--- config.mk ---
export PLATFORM = sky130hd
export DESIGN_NAME = exe_mem_pipe
export DESIGN_NICKNAME = d
export VERILOG_FILES = /design/src/rtl/exe_mem_pipe.sv
export SDC_FILE = /design/constraint.sdc
export NUM_CORES = 1
export LEC_CHECK = 0
export CAP_MARGIN = 5
export CELL_PAD_IN_SITES_DETAIL_PLACEMENT = 0
export CELL_PAD_IN_SITES_GLOBAL_PLACEMENT = 1
export CORE_ASPECT_RATIO = 1.25
export CORE_UTILIZATION = 32
export CTS_CLUSTER_DIAMETER = 150
export DETAILED_ROUTE_END_ITERATION = 12
export GPL_ROUTABILITY_DRIVEN = 0
export GPL_TIMING_DRIVEN = 0
export HOLD_SLACK_MARGIN = 0.1
export PLACE_DENSITY_LB_ADDON = 0.05
export SKIP_LAST_GASP = 1
export SLEW_MARGIN = 20
export SYNTH_ARGS = -nofsm -noshare
export SYNTH_HDL_FRONTEND = slang
export SYNTH_SLANG_ARGS = --single-unit
--- constraint.sdc ---
create_clock -name clk -period 1.8 [get_ports clk]
set_clock_uncertainty 0.15 [all_clocks]
set_input_delay 0.45 -clock clk [delete_from_list [all_inputs] [get_ports clk]]
set_output_delay 0.45 -clock clk [all_outputs]
set_load 0.01 [all_outputs]
--- src/rtl/exe_mem_pipe.sv ---
// rtl/exe_mem_pipe.sv - execute-to-memory pipeline boundary with NZCV status register
//
// Optional feature macro: EXE_MEM_SKID_EN
//   defined   : head + skid entries, registered in_ready (= !skid_valid)
//   undefined : head entry only, in_ready = !head_valid || out_ready
//
// Ports:
//   clk, rst              clock, synchronous active-high reset
//   flush                 branch-taken flush, drops buffered entries and current input
//   in_valid / in_ready   execute-side handshake
//   alu_result_in, status_in, s_in, wb_en_in, mem_r_en_in, mem_w_en_in,
//   dest_in, val_rm_in    instruction fields from execute
//   out_valid / out_ready memory-side handshake
//   alu_result_out, wb_en_out, mem_r_en_out, mem_w_en_out, dest_out,
//   val_rm_out            head entry fields
//   sr                    status register {N,Z,C,V}, fed back to the ALU

module exe_mem_pipe #(
    parameter int DATA_W = 32,
    parameter int DEST_W = 4
) (
    input  logic              clk,
    input  logic              rst,
    input  logic              flush,
    input  logic              in_valid,
    output logic              in_ready,
    input  logic [DATA_W-1:0] alu_result_in,
    input  logic [3:0]        status_in,
    input  logic              s_in,
    input  logic              wb_en_in,
    input  logic              mem_r_en_in,
    input  logic              mem_w_en_in,
    input  logic [DEST_W-1:0] dest_in,
    input  logic [DATA_W-1:0] val_rm_in,
    output logic              out_valid,
    input  logic              out_ready,
    output logic [DATA_W-1:0] alu_result_out,
    output logic              wb_en_out,
    output logic              mem_r_en_out,
    output logic              mem_w_en_out,
    output logic [DEST_W-1:0] dest_out,
    output logic [DATA_W-1:0] val_rm_out,
    output logic [3:0]        sr
);

    // Entry layout: {alu_result, wb_en, mem_r_en, mem_w_en, dest, val_rm}
    localparam int EW = 2 * DATA_W + DEST_W + 3;

    logic [EW-1:0] in_entry;
    logic          in_xfer;
    logic          out_xfer;

    logic          head_valid_q, head_valid_d;
    logic [EW-1:0] head_q, head_d;
    logic [3:0]    sr_q, sr_d;

    logic          head_wb_en;
    logic          head_mem_r_en;
    logic          head_mem_w_en;

    assign in_entry = {alu_result_in, wb_en_in, mem_r_en_in, mem_w_en_in, dest_in, val_rm_in};
    assign in_xfer  = in_valid && in_ready && !flush;
    assign out_xfer = head_valid_q && out_ready;

    // Flags are committed when the instruction is accepted, so a dependent
    // ADC/SBC right behind it already sees the new carry.
    always_comb begin
        sr_d = sr_q;
        if (in_xfer && s_in) begin
            sr_d = status_in;
        end
    end

`ifdef EXE_MEM_SKID_EN
    logic          skid_valid_q, skid_valid_d;
    logic [EW-1:0] skid_q, skid_d;

    // Registered ready: the skid slot absorbs the one instruction that can
    // arrive in the cycle the memory stage stalls.
    assign in_ready = !skid_valid_q;

    always_comb begin
        head_valid_d = head_valid_q;
        head_d       = head_q;
        skid_valid_d = skid_valid_q;
        skid_d       = skid_q;
        if (flush) begin
            head_valid_d = 1'b0;
            skid_valid_d = 1'b0;
        end else if (out_xfer) begin
            if (skid_valid_q) begin
                head_d = skid_q;
                if (in_xfer) begin
                    skid_d = in_entry;
                end else begin
                    skid_valid_d = 1'b0;
                end
            end else if (in_xfer) begin
                head_d = in_entry;
            end else begin
                head_valid_d = 1'b0;
            end
        end else if (in_xfer) begin
            // in_ready guarantees skid is empty here
            if (!head_valid_q) begin
                head_valid_d = 1'b1;
                head_d       = in_entry;
            end else begin
                skid_valid_d = 1'b1;
                skid_d       = in_entry;
            end
        end
    end

    always_ff @(posedge clk) begin
        if (rst) begin
            skid_valid_q <= 1'b0;
            skid_q       <= '0;
        end else begin
            skid_valid_q <= skid_valid_d;
            skid_q       <= skid_d;
        end
    end
`else
    assign in_ready = !head_valid_q || out_ready;

    always_comb begin
        head_valid_d = head_valid_q;
        head_d       = head_q;
        if (flush) begin
            head_valid_d = 1'b0;
        end else if (in_xfer) begin
            head_valid_d = 1'b1;
            head_d       = in_entry;
        end else if (out_xfer) begin
            head_valid_d = 1'b0;
        end
    end
`endif

    always_ff @(posedge clk) begin
        if (rst) begin
            head_valid_q <= 1'b0;
            head_q       <= '0;
            sr_q         <= 4'b0000;
        end else begin
            head_valid_q <= head_valid_d;
            head_q       <= head_d;
            sr_q         <= sr_d;
        end
    end

    assign {alu_result_out, head_wb_en, head_mem_r_en, head_mem_w_en, dest_out, val_rm_out} = head_q;

    // Side-effecting controls must never leak from a stale head entry.
    assign out_valid    = head_valid_q;
    assign wb_en_out    = head_wb_en && head_valid_q;
    assign mem_r_en_out = head_mem_r_en && head_valid_q;
    assign mem_w_en_out = head_mem_w_en && head_valid_q;
    assign sr           = sr_q;

endmodule

# Word level (Yosys, flattened, before mapping)
# Index checks and enable logic that the tools add are counted.
# classes
n_bitwise	1
mux	2
n_reduce_logical	13
# ops
op	n
$logic_and 1x1->1	7
$logic_not 1->1	2
$mux 1	2
$reduce_and 2->1	1
$reduce_bool 2->1	1
$reduce_or 2->1	1
$logic_or 1x1->1	1
$not 1->1	1
# word_totals
regBits	76
in_bits	81

# Logic depth before layout (Yosys ltp)
# depth
word_depth	5
depth_mapped	7
ltp_nobuf	4

# Worst setup path before layout
# OpenSTA, ideal clock, no wires.
# synth_timing
path_type	reg-to-output
start	reg head_valid_q, in the netlist out_valid
end	out in_ready
path_stages_with_launch	5
slack_ns	0.268
arrival_ns	0.932
path_buffers	2
path_cell_list	dfxtp_1 -> nor2b_4 -> buf_6 -> inv_4 -> buf_2
# synth_via
elab_chain_len	2
# synth_lines
element	line_no	rtl
from (decl)	53	logic head_valid_q, head_valid_d;
from (signal assigned)	147	head_valid_q <= head_valid_d;
$logic_not 1->1	125	assign in_ready = !head_valid_q || out_ready;
$logic_or 1x1->1	125	
to (decl)	26	output logic in_ready,
# Every way passes these cells.

# Worst setup path in the final report
# layout_timing
start	in out_ready
end	out in_ready
# layout_via
elab_chain_len	1
# layout_lines
element	line_no	rtl
from (decl)	36	input logic out_ready,
$logic_or 1x1->1	125	
# Every way passes these cells.

==> metrics list <==
* Result of the run: complete, but fails checks
* Violations in the final reports: negative setup slack
* Number of remaining DRC errors: 0
- The floorplan step set the die width to around 100 um.
- The worst register-to-register path has a setup slack of 0.11 ns.
- Syn Inst Count: 419
* Proportion of synthesized chip area in sequential cells: between 30% and 40%
* Instance count after placement with tap cells included: between 700 and 800
- At the pin with the least slew margin, the transition time is about 0.73 ns.
* Number of antenna violations at the first check in global routing: 0
* Sort of element at the end of the critical path: output pin
- Area enclosed by the die boundary: 12530 um^2
- Worst slew slack as a fraction of its limit: about half
- Number of register bits inferred by synthesis: 76
- Start-to-end type of the worst setup path: in2out
- The H-tree generated during clock tree synthesis spans 3 levels.
- Once routing completed, OpenROAD measured the worst setup slack at -0.02732 ns.
* Netlist area before placement: approximately 3900 um^2
* Cell accounting for the most synthesized area: sky130_fd_sc_hd__dfxtp_1
* Top-area cell type share of the netlist area: roughly two fifths
* Pwr Density: about 740 nW/um^2
* Library cell used as clock root buffer: sky130_fd_sc_hd__clkbuf_16
* Number of buffers on the longest clock path: 2
* Final worst path period need: roughly 1.8 ns
- Final Power: about 4.4 mW
- Via count: about 3500
- The count of cells in the finished layout, fillers not included, comes to ~760.
- First drt pass iteration count: 4
- The initialized floorplan defines between 40 and 50 standard-cell rows.
* Layout area overhead: 52.41%
- Setup violators final: 4
- After synthesis, the cell types taking the most area are sky130_fd_sc_hd__dfxtp_1, sky130_fd_sc_hd__buf_4, sky130_fd_sc_hd__nand3_2.
* Number of antenna diodes: 0
* Count of buffers from port buffering: 156
- Pins Over Slew Limit: 0
- Number of fillers in the final layout: roughly 1200
* Post-DRT Antenna Nets: 0
* CTS tree: yes
* Unrepaired setup endpoints after global routing: true
* Worst hold path cell count: 2
* Maximum number of pins on one net before global-route repair: 20
- Worst hold path endpoint: head_q[58]
- The total area inside the core boundary comes to between 10000 and 15000 um^2.
- The first global-routing pass estimated 17.13 mm of wire.
- Grt ovf: 0
* Critical path launch point type: input port
* Average vias per placed instance: 4.610
- The final layout contains routed wiring with a total length of 10.78 mm.
- The clock drives 76 sinks.
* Total nets after synthesis: 500
* Leakage power total: approximately 2.5 nW
* Cell variety after synth: 22
- Average wire per standard cell: 14.23 um
* Worst IR drop on VDD: around 360 uV
* Source-to-sink clock delay at the later pin of the worst-skew pair: around 0.33 ns
- TritonCTS Buffers: 9
- Hold Buf Count CTS: 0
- Fraction of layout instances using a drive strength above 1: between 30% and 40%
- Data arrives at the worst endpoint at 1.23 ns.
* Ports placed on the boundary: roughly 160
* Post-layout utilization of the core: between 50% and 60%
- Fmax: roughly 550 MHz
- The tool flagged a number of max-cap violations equal to 0.
- Vias in the first global route: roughly 3500
- The tightest min-delay check is of the in2reg type.
- The detailed router finished its first iteration with 105 violations.
* Critical path required time: 1.20 ns
- The startpoint identified for the worst register-to-register timing path is out_valid.
* Yosys Warn Count: 0
* Initial core utilization: around a third
* Final Cell Area: approximately 5900 um^2
- Crit Reg-Reg Endpoint: head_q[22]
- Half-perimeter wire length after detailed placement: 7.700 mm
* Worst Path Max Fanout: 3
* Startpoint of the worst hold path: rst
- Final hold viol count: 0
* Dpl cell area: 5630 um^2
- Final period utilization: 101.5%
- The final layout contains roughly 670 nets.
* Clock Pin Slew Worst Setup and Hold Paths: 0.06 ns
- Post-synthesis area per instance: 9.230 um^2
- Hold is met by around 0.31 ns.
- GR Util All Layers: between 15 and 20%
- In this run the vertical extent of the chip is 124.9 um.
- The number of cells on the worst reg-to-reg path is 6.
[worst max-delay path by stage]
stage                             to  startpoint
after floorplan             in_ready   out_valid
after global placement      in_ready   out_ready
after detailed placement    in_ready   out_ready
after CTS                   in_ready   out_valid
after global routing      head_q[17]       flush
final                       in_ready   out_ready
[Yosys cell counts]
cell / number
sky130_fd_sc_hd__buf_2: 9
sky130_fd_sc_hd__dfxtp_1: 76
sky130_fd_sc_hd__inv_4: 1
sky130_fd_sc_hd__o21ai_0: 71
sky130_fd_sc_hd__nand2b_2: 1
sky130_fd_sc_hd__buf_1: 1
sky130_fd_sc_hd__nor3_1: 1
sky130_fd_sc_hd__nor2b_4: 1
sky130_fd_sc_hd__a21oi_2: 40
sky130_fd_sc_hd__and2b_1: 1
sky130_fd_sc_hd__a21oi_1: 35
sky130_fd_sc_hd__o31ai_1: 4
sky130_fd_sc_hd__inv_1: 1
sky130_fd_sc_hd__buf_4: 73
sky130_fd_sc_hd__nand3_2: 40
sky130_fd_sc_hd__and2_1: 3
sky130_fd_sc_hd__buf_6: 2
sky130_fd_sc_hd__nand3_1: 31
sky130_fd_sc_hd__nor2_1: 1
sky130_fd_sc_hd__clkbuf_1: 18
sky130_fd_sc_hd__nand4_1: 4
sky130_fd_sc_hd__buf_12: 5
[repair_timing]
action / in CTS / in global routing
endpoints found under the hold margin: 0 / 0
endpoints found under the setup margin: 103 / 43
gates resized for setup: 87 / 25
buffers inserted: 3 / 4
pin swaps: 0 / 0
[per-layer routing]
metal  wire, um  GRT usage, %  vias up
li1           -             -     1743
met5          0             0        -
met1       4659         20.65     1614
met2       5303         29.53      129
met3        734         5.219        4
met4         78         5.200        0
[worst max-delay path, cell delays in order]
cell and delay (ns):
sky130_fd_sc_hd__dlygate4sd2_1 0.25, sky130_fd_sc_hd__nor2b_4 0.15, sky130_fd_sc_hd__inv_4 0.05, sky130_fd_sc_hd__buf_6 0.11, sky130_fd_sc_hd__clkdlybuf4s15_2 0.21
[stage by stage]
step | setup slack (ns) | setup TNS, ns
final | -0.02732 | -0.09336
after detailed placement | -0.8390 | -22.76
after global placement | -0.8425 | -21.01
after floorplan | 0.2678 | 0
after CTS | -0.1659 | -0.1659
after global routing | -0.07026 | -0.7304
[area by class of cell]
cell class | instances | area [um^2] | share of cell area [%]
Buffer | 106 | 787.0 | 13.35
Clock buffer | 10 | 239.0 | 4.054
Multi-Input combinational cell | 233 | 1549 | 26.28
Timing Repair Buffer | 163 | 1519 | 25.77
Sequential cell | 76 | 1525 | 25.88
Tap cell | 161 | 201.4 | 3.418
Inverter | 2 | 10.01 | 0.1698
Clock inverter | 6 | 63.81 | 1.083
[layout by cell type (no fill, tap or decap)]
master	instances
sky130_fd_sc_hd__bufinv_16	1
sky130_fd_sc_hd__clkdlybuf4s15_2	1
sky130_fd_sc_hd__a21oi_2	40
sky130_fd_sc_hd__clkinvlp_4	2
sky130_fd_sc_hd__buf_12	5
sky130_fd_sc_hd__clkinv_4	1
sky130_fd_sc_hd__nand3_1	31
sky130_fd_sc_hd__clkbuf_16	9
sky130_fd_sc_hd__buf_2	7
sky130_fd_sc_hd__nor3_1	1
sky130_fd_sc_hd__inv_1	1
sky130_fd_sc_hd__and2b_1	1
sky130_fd_sc_hd__nor2_1	1
sky130_fd_sc_hd__o21ai_1	22
sky130_fd_sc_hd__nand2b_2	1
sky130_fd_sc_hd__clkdlybuf4s50_1	78
sky130_fd_sc_hd__o31ai_1	4
sky130_fd_sc_hd__inv_4	1
sky130_fd_sc_hd__clkbuf_4	1
sky130_fd_sc_hd__nand3_2	40
sky130_fd_sc_hd__clkinv_2	2
sky130_fd_sc_hd__dfxtp_4	1
sky130_fd_sc_hd__o21ai_0	49
sky130_fd_sc_hd__a21oi_1	35
sky130_fd_sc_hd__clkbuf_2	5
sky130_fd_sc_hd__nor2b_4	1
sky130_fd_sc_hd__and2_1	3
sky130_fd_sc_hd__dfxtp_1	75
sky130_fd_sc_hd__nand4_1	4
sky130_fd_sc_hd__buf_6	2
sky130_fd_sc_hd__dlygate4sd2_1	77
sky130_fd_sc_hd__clkbuf_8	1
sky130_fd_sc_hd__buf_4	80
sky130_fd_sc_hd__clkbuf_1	13
[logic make-up after synthesis]
kind of cell / after synthesis / synth area share [%]
flip-flops: 76 / 39.34
AND/OR/NAND/NOR: 83 / 16.50
buffers and inverters: 110 / 20.61
AO/OA/AOI/OAI: 150 / 23.55
[state kept, by name, indices dropped and copies added, names as in the netlist]
| name | count |
|---|---|
| head_q | 71 |
| sr | 4 |
| out_valid | 1 |
[power breakdown]
part           switching (mW)  internal (mW)  total [mW]  leakage (nW)
registers              0.0350           1.76        1.79         0.622
clock network           0.717           1.11        1.83         0.144
logic                   0.325          0.420       0.745          1.76
(Power assumes the default switching activity.)
